$ cat src/rtl/muldiv_seq_pkg.sv
// Shared definitions for the sequential multiply/divide unit: operation
// encodings, FSM state codes, iteration count and small operand helpers.
package muldiv_seq_pkg;

  localparam int XLEN = 32;

  // Operation select as presented on the Op port.
  typedef enum logic [1:0] {
    OP_MULT  = 2'b00,
    OP_MULTU = 2'b01,
    OP_DIV   = 2'b10,
    OP_DIVU  = 2'b11
  } op_e;

  // Controller states.
  typedef enum logic [1:0] {
    IDLE = 2'b00,
    RUN  = 2'b01,
    FIX  = 2'b10,
    DONE = 2'b11
  } state_e;

  // One iteration per operand bit.
  localparam int RUN_CYCLES = 32;
  localparam int COUNT_W    = $clog2(RUN_CYCLES);
  localparam logic [COUNT_W-1:0] COUNT_LOAD = COUNT_W'(RUN_CYCLES - 1);

  // Bit 1 of the encoding selects divide, bit 0 selects unsigned.
  function automatic logic op_is_div(input logic [1:0] op);
    return op[1];
  endfunction

  function automatic logic op_is_signed(input logic [1:0] op);
    return ~op[0];
  endfunction

  // Two's-complement magnitude; 0x80000000 maps to itself, which is the
  // correct unsigned magnitude of -2^31.
  function automatic logic [XLEN-1:0] abs_val(input logic [XLEN-1:0] v);
    return v[XLEN-1] ? (~v + 1'b1) : v;
  endfunction

endpackage

$ cat src/rtl/muldiv_step.sv
// One iteration of the shared multiply/divide datapath.
// Multiply: acc = {partial_product, multiplier}; add the multiplicand to the
// upper half when the multiplier LSB is set, then shift right one bit with the
// add carry entering at the top.
// Divide (restoring): acc = {remainder, dividend}; shift left one bit, try to
// subtract the divisor from the 33-bit shifted remainder, keep the difference
// and shift in a quotient 1 when it does not borrow.
module muldiv_step
  import muldiv_seq_pkg::*;
(
  input  logic [2*XLEN-1:0] acc_in,
  input  logic [XLEN-1:0]   operand,
  input  logic              is_div,
  output logic [2*XLEN-1:0] acc_out
);

  logic [XLEN:0] sum;
  logic [XLEN:0] trial;

  // Compute both candidate steps and select by operation.
  always_comb begin
    // NOTE: every combinational output gets a default first so no path
    // leaves it unassigned, which would otherwise infer a latch.
    sum     = '0;
    trial   = '0;
    acc_out = acc_in;
    if (is_div) begin
      trial = acc_in[2*XLEN-1:XLEN-1] - {1'b0, operand};
      if (!trial[XLEN]) begin
        acc_out = {trial[XLEN-1:0], acc_in[XLEN-2:0], 1'b1};
      end else begin
        acc_out = {acc_in[2*XLEN-2:0], 1'b0};
      end
    end else begin
      sum     = {1'b0, acc_in[2*XLEN-1:XLEN]} +
                (acc_in[0] ? {1'b0, operand} : {(XLEN+1){1'b0}});
      acc_out = {sum, acc_in[XLEN-1:1]};
    end
  end

endmodule

$ cat src/rtl/muldiv_seq.sv
// Sequential 32x32 multiply / 32/32 divide unit with architectural HI/LO.
// A started operation runs 32 single-bit iterations, a sign fix-up cycle that
// writes HI/LO, and a final cycle after which Done pulses for one cycle.
// Divide by zero bypasses the iterations. Cancel aborts without touching HI/LO.
module muldiv_seq
  import muldiv_seq_pkg::*;
(
  input  logic        clock,
  input  logic        rst_n,
  input  logic        Start,
  input  logic [1:0]  Op,
  input  logic [31:0] Operand_A,
  input  logic [31:0] Operand_B,
  input  logic        Cancel,
  input  logic        Hi_we,
  input  logic        Lo_we,
  input  logic [31:0] Wr_data,
  output logic        Busy,
  output logic        Done,
  output logic        Div_zero,
  output logic [31:0] HI,
  output logic [31:0] LO
);

  state_e state, state_next;

  logic               accept;
  logic               fix_write;
  logic               done_set;
  logic               start_div;
  logic               start_signed;
  logic               start_div_zero;
  logic               start_neg;
  logic [XLEN-1:0]    mag_a, mag_b;

  logic [2*XLEN-1:0]  acc, acc_step;
  logic [XLEN-1:0]    operand;
  logic [COUNT_W-1:0] count;
  logic               op_div_q;
  logic               neg_res;
  logic               neg_rem;
  logic               done_q;
  logic               div_zero_q;
  logic [XLEN-1:0]    hi_q, lo_q;

  logic [2*XLEN-1:0]  prod_fix;
  logic [XLEN-1:0]    fix_hi, fix_lo;
  logic               mt_ok;

  // Decode of the request presented this cycle.
  assign start_div      = op_is_div(Op);
  assign start_signed   = op_is_signed(Op);
  assign start_div_zero = start_div && (Operand_B == '0);
  assign start_neg      = start_signed && (Operand_A[XLEN-1] ^ Operand_B[XLEN-1]);
  assign mag_a          = start_signed ? abs_val(Operand_A) : Operand_A;
  assign mag_b          = start_signed ? abs_val(Operand_B) : Operand_B;

  // MTHI/MTLO only land when idle and not in the cycle Done is shown.
  assign mt_ok = (state == IDLE) && !done_q;

  assign Busy     = (state != IDLE);
  assign Done     = done_q;
  assign Div_zero = div_zero_q;
  assign HI       = hi_q;
  assign LO       = lo_q;

  muldiv_step u_step (
    .acc_in  (acc),
    .operand (operand),
    .is_div  (op_div_q),
    .acc_out (acc_step)
  );

  // State register.
  always_ff @(posedge clock or negedge rst_n) begin
    // NOTE: sequential state uses non-blocking assignments so every register
    // samples pre-edge values regardless of block ordering.
    if (!rst_n) state <= IDLE;
    else        state <= state_next;
  end

  // Next-state logic and per-cycle control strobes; Cancel overrides all.
  always_comb begin
    state_next = state;
    accept     = 1'b0;
    fix_write  = 1'b0;
    done_set   = 1'b0;
    unique case (state)
      IDLE: begin
        if (Start) begin
          accept     = 1'b1;
          state_next = start_div_zero ? FIX : RUN;
        end
      end
      RUN: begin
        if (count == '0) state_next = FIX;
      end
      FIX: begin
        fix_write  = 1'b1;
        state_next = DONE;
      end
      DONE: begin
        done_set   = 1'b1;
        state_next = IDLE;
      end
      default: state_next = IDLE;
    endcase
    if (Cancel) begin
      state_next = IDLE;
      accept     = 1'b0;
      fix_write  = 1'b0;
      done_set   = 1'b0;
    end
  end

  // Operand capture on accept, one datapath step per RUN cycle.
  always_ff @(posedge clock or negedge rst_n) begin
    if (!rst_n) begin
      acc        <= '0;
      operand    <= '0;
      count      <= '0;
      op_div_q   <= 1'b0;
      neg_res    <= 1'b0;
      neg_rem    <= 1'b0;
      div_zero_q <= 1'b0;
    end else if (accept) begin
      op_div_q   <= start_div;
      count      <= COUNT_LOAD;
      div_zero_q <= start_div_zero;
      if (start_div_zero) begin
        // Preload so the divide fix-up yields HI=A, LO=all ones.
        acc     <= {Operand_A, {XLEN{1'b1}}};
        operand <= '0;
        neg_res <= 1'b0;
        neg_rem <= 1'b0;
      end else if (start_div) begin
        acc     <= {{XLEN{1'b0}}, mag_a};
        operand <= mag_b;
        neg_res <= start_neg;
        neg_rem <= start_signed && Operand_A[XLEN-1];
      end else begin
        acc     <= {{XLEN{1'b0}}, mag_b};
        operand <= mag_a;
        neg_res <= start_neg;
        neg_rem <= 1'b0;
      end
    end else if (state == RUN && !Cancel) begin
      acc <= acc_step;
      if (count != '0) count <= count - COUNT_W'(1);
    end
  end

  // Sign fix-up of the finished magnitudes.
  always_comb begin
    prod_fix = neg_res ? (~acc + 1'b1) : acc;
    fix_hi   = prod_fix[2*XLEN-1:XLEN];
    fix_lo   = prod_fix[XLEN-1:0];
    if (op_div_q) begin
      fix_lo = neg_res ? (~acc[XLEN-1:0] + 1'b1) : acc[XLEN-1:0];
      fix_hi = neg_rem ? (~acc[2*XLEN-1:XLEN] + 1'b1) : acc[2*XLEN-1:XLEN];
    end
  end

  // Architectural HI/LO: written by the fix-up cycle or by MTHI/MTLO.
  always_ff @(posedge clock or negedge rst_n) begin
    if (!rst_n) begin
      hi_q <= '0;
      lo_q <= '0;
    end else if (fix_write) begin
      hi_q <= fix_hi;
      lo_q <= fix_lo;
    end else if (mt_ok) begin
      if (Hi_we) hi_q <= Wr_data;
      if (Lo_we) lo_q <= Wr_data;
    end
  end

  // Done pulse, registered on leaving the DONE state.
  always_ff @(posedge clock or negedge rst_n) begin
    if (!rst_n) done_q <= 1'b0;
    else        done_q <= done_set;
  end

endmodule

$ cat config.mk
export PLATFORM = sky130hd
export DESIGN_NAME = muldiv_seq
export DESIGN_NICKNAME = d
export VERILOG_FILES = /design/src/rtl/muldiv_seq_pkg.sv /design/src/rtl/muldiv_step.sv /design/src/rtl/muldiv_seq.sv
export SDC_FILE = /design/constraint.sdc
export NUM_CORES = 1
export LEC_CHECK = 0
export CAP_MARGIN = 15
export CORE_AREA = 2 2 215 217
export DETAILED_ROUTE_END_ITERATION = 7
export DIE_AREA = 0 0 217 219
export PLACE_DENSITY = 0.61
export SLEW_MARGIN = 20
export SYNTH_ARGS = -nofsm -noshare
export SYNTH_HDL_FRONTEND = slang
export SYNTH_HIERARCHICAL = 1
export SYNTH_SLANG_ARGS = --single-unit
$ cat constraint.sdc
create_clock -name clock -period 4 [get_ports clock]
set_clock_uncertainty 0.1 [all_clocks]
set_input_delay 0.8 -clock clock [delete_from_list [all_inputs] [get_ports clock]]
set_output_delay 0.8 -clock clock [all_outputs]
set_load 0.005 [all_outputs]
==> flow_summary.ini, run 1 <==
[die]
initial_core_util_pct = 35.8
die_y_um = 219
row_count = 78
die_area_mm2 = 0.0475
coreArea_mm2 = 0.0451
die_w_um = 217
ioPinCount = 171

[sta]
rsz0062_at_grt = no
slew_viol_final = 0
relSlewSlack_pct = 29.3
tightest_slew_ps = 1060
setup_viol_count_final = 0
final_hold_viol_count = 0
tns_ps = 0
fin_crit_ps = 3780
finalCritPeriodShare_pct = 94.4
max_freq_mhz = 265

[route]
drt_wl_total_mm = 64.2
drc = 0
routed-via-count = 16493
viasPerCell = 5.91
drtPass1Iterations = 7
drt.antenna.violating_nets = 0
drtIter0Drc = 1801
post_drt_wl_per_cell_um = 23.0

[yosys]
async_reset_ff_share_pct = 100
synth_area_mm2 = 0.0161
syn-num-nets = 2177
synth-seq-cells = 172
yosysMostFrequentCell = nand2_1
yosys-top-cells-area = dfrtp_1 27%, ha_1 5.7%, nand2_1 5.0%
synth_top_flop_cell = dfrtp_1
synth_common_cells = 214 x nand2_1, 176 x nor2_1, 172 x dfrtp_1, 142 x a21oi_1, 125 x o21ai_0
ys_seq_area_share_pct = 26.7
syn_inst = 1997
synth-edff-count = 0
synth_cell_types = 85
avgSynthCellArea_um2 = 8.08
synth_top_area_cell = dfrtp_1
yosys_warnings = 6
yosysTopAreaCellShare_pct = 26.7

[clock_network]
clockBufferDepth = 2
clk_latency_ps = 470
htreeDepth = 4
cts_sinks = 172
clkTransAtPathRegs_ps = 80
ctsHoldBuffers = 0
cts-root-buf = clkbuf_16
numCtsBuffers = 17
cts_tree = yes

[grt]
grt_overflow = 0
antenna_found_initial = 1
grt_pass1_wl_mm = 96.0
grt_pass1_vias = 15583
gr-usage-all-layers_pct = 26.6
grt_max_degree = 76

[setup_path]
start_kind = flop
r2r_cells = 16
worst-path-max-fanout = 7
reg2reg_slack_ps = 220
rr_endpoint = acc[56]
crit_start = acc[0]
timing.critical_path.to = acc[56]
cpMostUsedCell = buf_4
cp-end-kind = flop
crit_arrival_ps = 4030
slowest_delay_ps = 460
crit_chain = buf_4 > and2_1 > ha_1 > a211oi_1 > o211ai_1 > a21oi_2 > buf_4 > a21oi_1 > a2111oi_4 > buf_4 > nor2_1 > a31oi_1 > xor2_1 > mux2i_1 > a221oi_2 > nor2_1
r2r_start = acc[0]
crit_required_ps = 4260
path_class = reg -> reg
worst_path_max_delay_cell = dfrtp_1

[finish]
instances_no_fill = 2790
nets = 2356
syn_to_final_growth_pct = 22.0
fin_area_mm2 = 0.0197
fin_util_pct = 43.7
drive_above_1_share_pct = 13.3

[power]
p_sw_share_pct = 50.3
powerDensity_mw_per_mm2 = 1000
ir_drop_mv = 0.555
intPower_mw = 9.82
power_frac_seq_pct = 19.2
p_clk_share_pct = 8.9
p_leak_nw = 8.14
power_mw = 19.8
pwr-share-comb_pct = 71.9
p_sw_mw = 9.94

[placed_design]
gp_congestion = 0.967
placed_area_mm2 = 0.0191
dp.cells = 2757
io_buffers = 170
dp_hpwl_mm = 50.5

[min_path]
holdCritPathClass = in -> async

[run_status]
status = finished, final reports clean

[flow_run]
drv_cap = 0
cell families (layout without fill, tap and decap cells):
group                    after synthesis  count (layout)  share of synthesized area [%]
adder cells (fa/ha/maj)               76              76                           5.99
AO/OA/AOI/OAI                        593             593                           25.3
AND/OR/NAND/NOR                      678             678                           20.2
multiplexers                         112             112                           7.48
buffers and inverters                201             393                           5.20
XOR/XNOR                             165             165                           9.12
flip-flops                           172             172                           26.7
other                                  0               1                              0
registers in the layout (all words and copies together) (netlist names):
name	flops
Div_zero	1
op_div_q	1
count	5
neg_rem	1
acc	64
HI	32
Done	1
operand	32
neg_res	1
state	2
LO	32
power groups by stage:
stage                     clock (mW)  combinational, mW  sequential, mW
after global placement             0               13.8            3.78
after floorplan                    0               9.38            3.36
after CTS                       1.77               14.0            3.76
after global routing            1.84               15.5            3.87
after detailed placement           0               13.9            3.80
final                           1.76               14.2            3.80
per-layer routing:
metal	GRT usage, %	vias to the layer above	part of all wire (%)
li1	-	7667	-
met1	35.9	7924	43
met2	41.8	786	44
met3	4.52	116	8.0
met4	11.5	0	4.5
met5	0	-	0
how the worst min path moves through the flow:
stage,endpoint,slack (ps),cells after the start
2_1_floorplan,operand[17],350,2
3_3_place_gp,Div_zero,380,2
3_5_place_dp,Div_zero,410,2
4_1_cts,LO[16],230,1
5_1_grt,LO[20],250,1
6_report,LO[16],210,1
stage by stage:
step / hold slack, ps / setup slack (ps)
after floorplan: 353 / 730
after global placement: 379 / 226
after detailed placement: 408 / 91.7
after CTS: 233 / 183
after global routing: 246 / 41.7
final: 208 / 223
worst max-delay path: cells and delay by family, from the launching register on:
family | cells | cell delay [ps]
buf+inv | 3 | 540
compound gates | 7 | 1570
flops | 1 | 460
simple gates | 3 | 270
fa+ha+maj | 1 | 340
mux | 1 | 130
xor+xnor | 1 | 250
final cells by class:
class / instances / area [um^2]
flip-flops and latches: 172 / 4310
diodes: 1 / 2.50
well taps: 600 / 751
fillers: 4533 / 25400
repair buffers: 290 / 2720
clock inverters: 15 / 179
inverters: 71 / 267
clock buffers: 17 / 425
multi-input cells: 1624 / 11000
cell usage in the layout (no fill, tap or decap), drive strengths merged, types with 17 or more instances in the layout:
master	instances
clkbuf	17
nor3	34
o221ai	24
xor2	84
and2	38
buf	122
nor2	178
o21ai	137
a21o	27
mux2i	44
inv	78
ha	74
nor4	24
a31oi	60
or3	26
nor2b	19
a21oi	146
o31ai	20
and3	29
nand2	214
or4	23
a221oi	35
mux2	68
xnor2	81
clkdlybuf4s50	168
nand3	47
dfrtp	172
repair_timing:
| action | CTS | global route |
|---|---|---|
| setup buffers | 0 | 0 |
| endpoints found under the hold margin | 0 | 0 |
| gates resized for setup | 0 | 2 |
| setup endpoints to repair | 0 | 3 |
Power figures use the tool's default switching activity.
==> inputs of run 2 (changes only) <==
Settings changed: CTS_CLUSTER_DIAMETER set to 50.
==> results of run 2 <==
Final layout, timing and power as in run 1 (identical DEF).
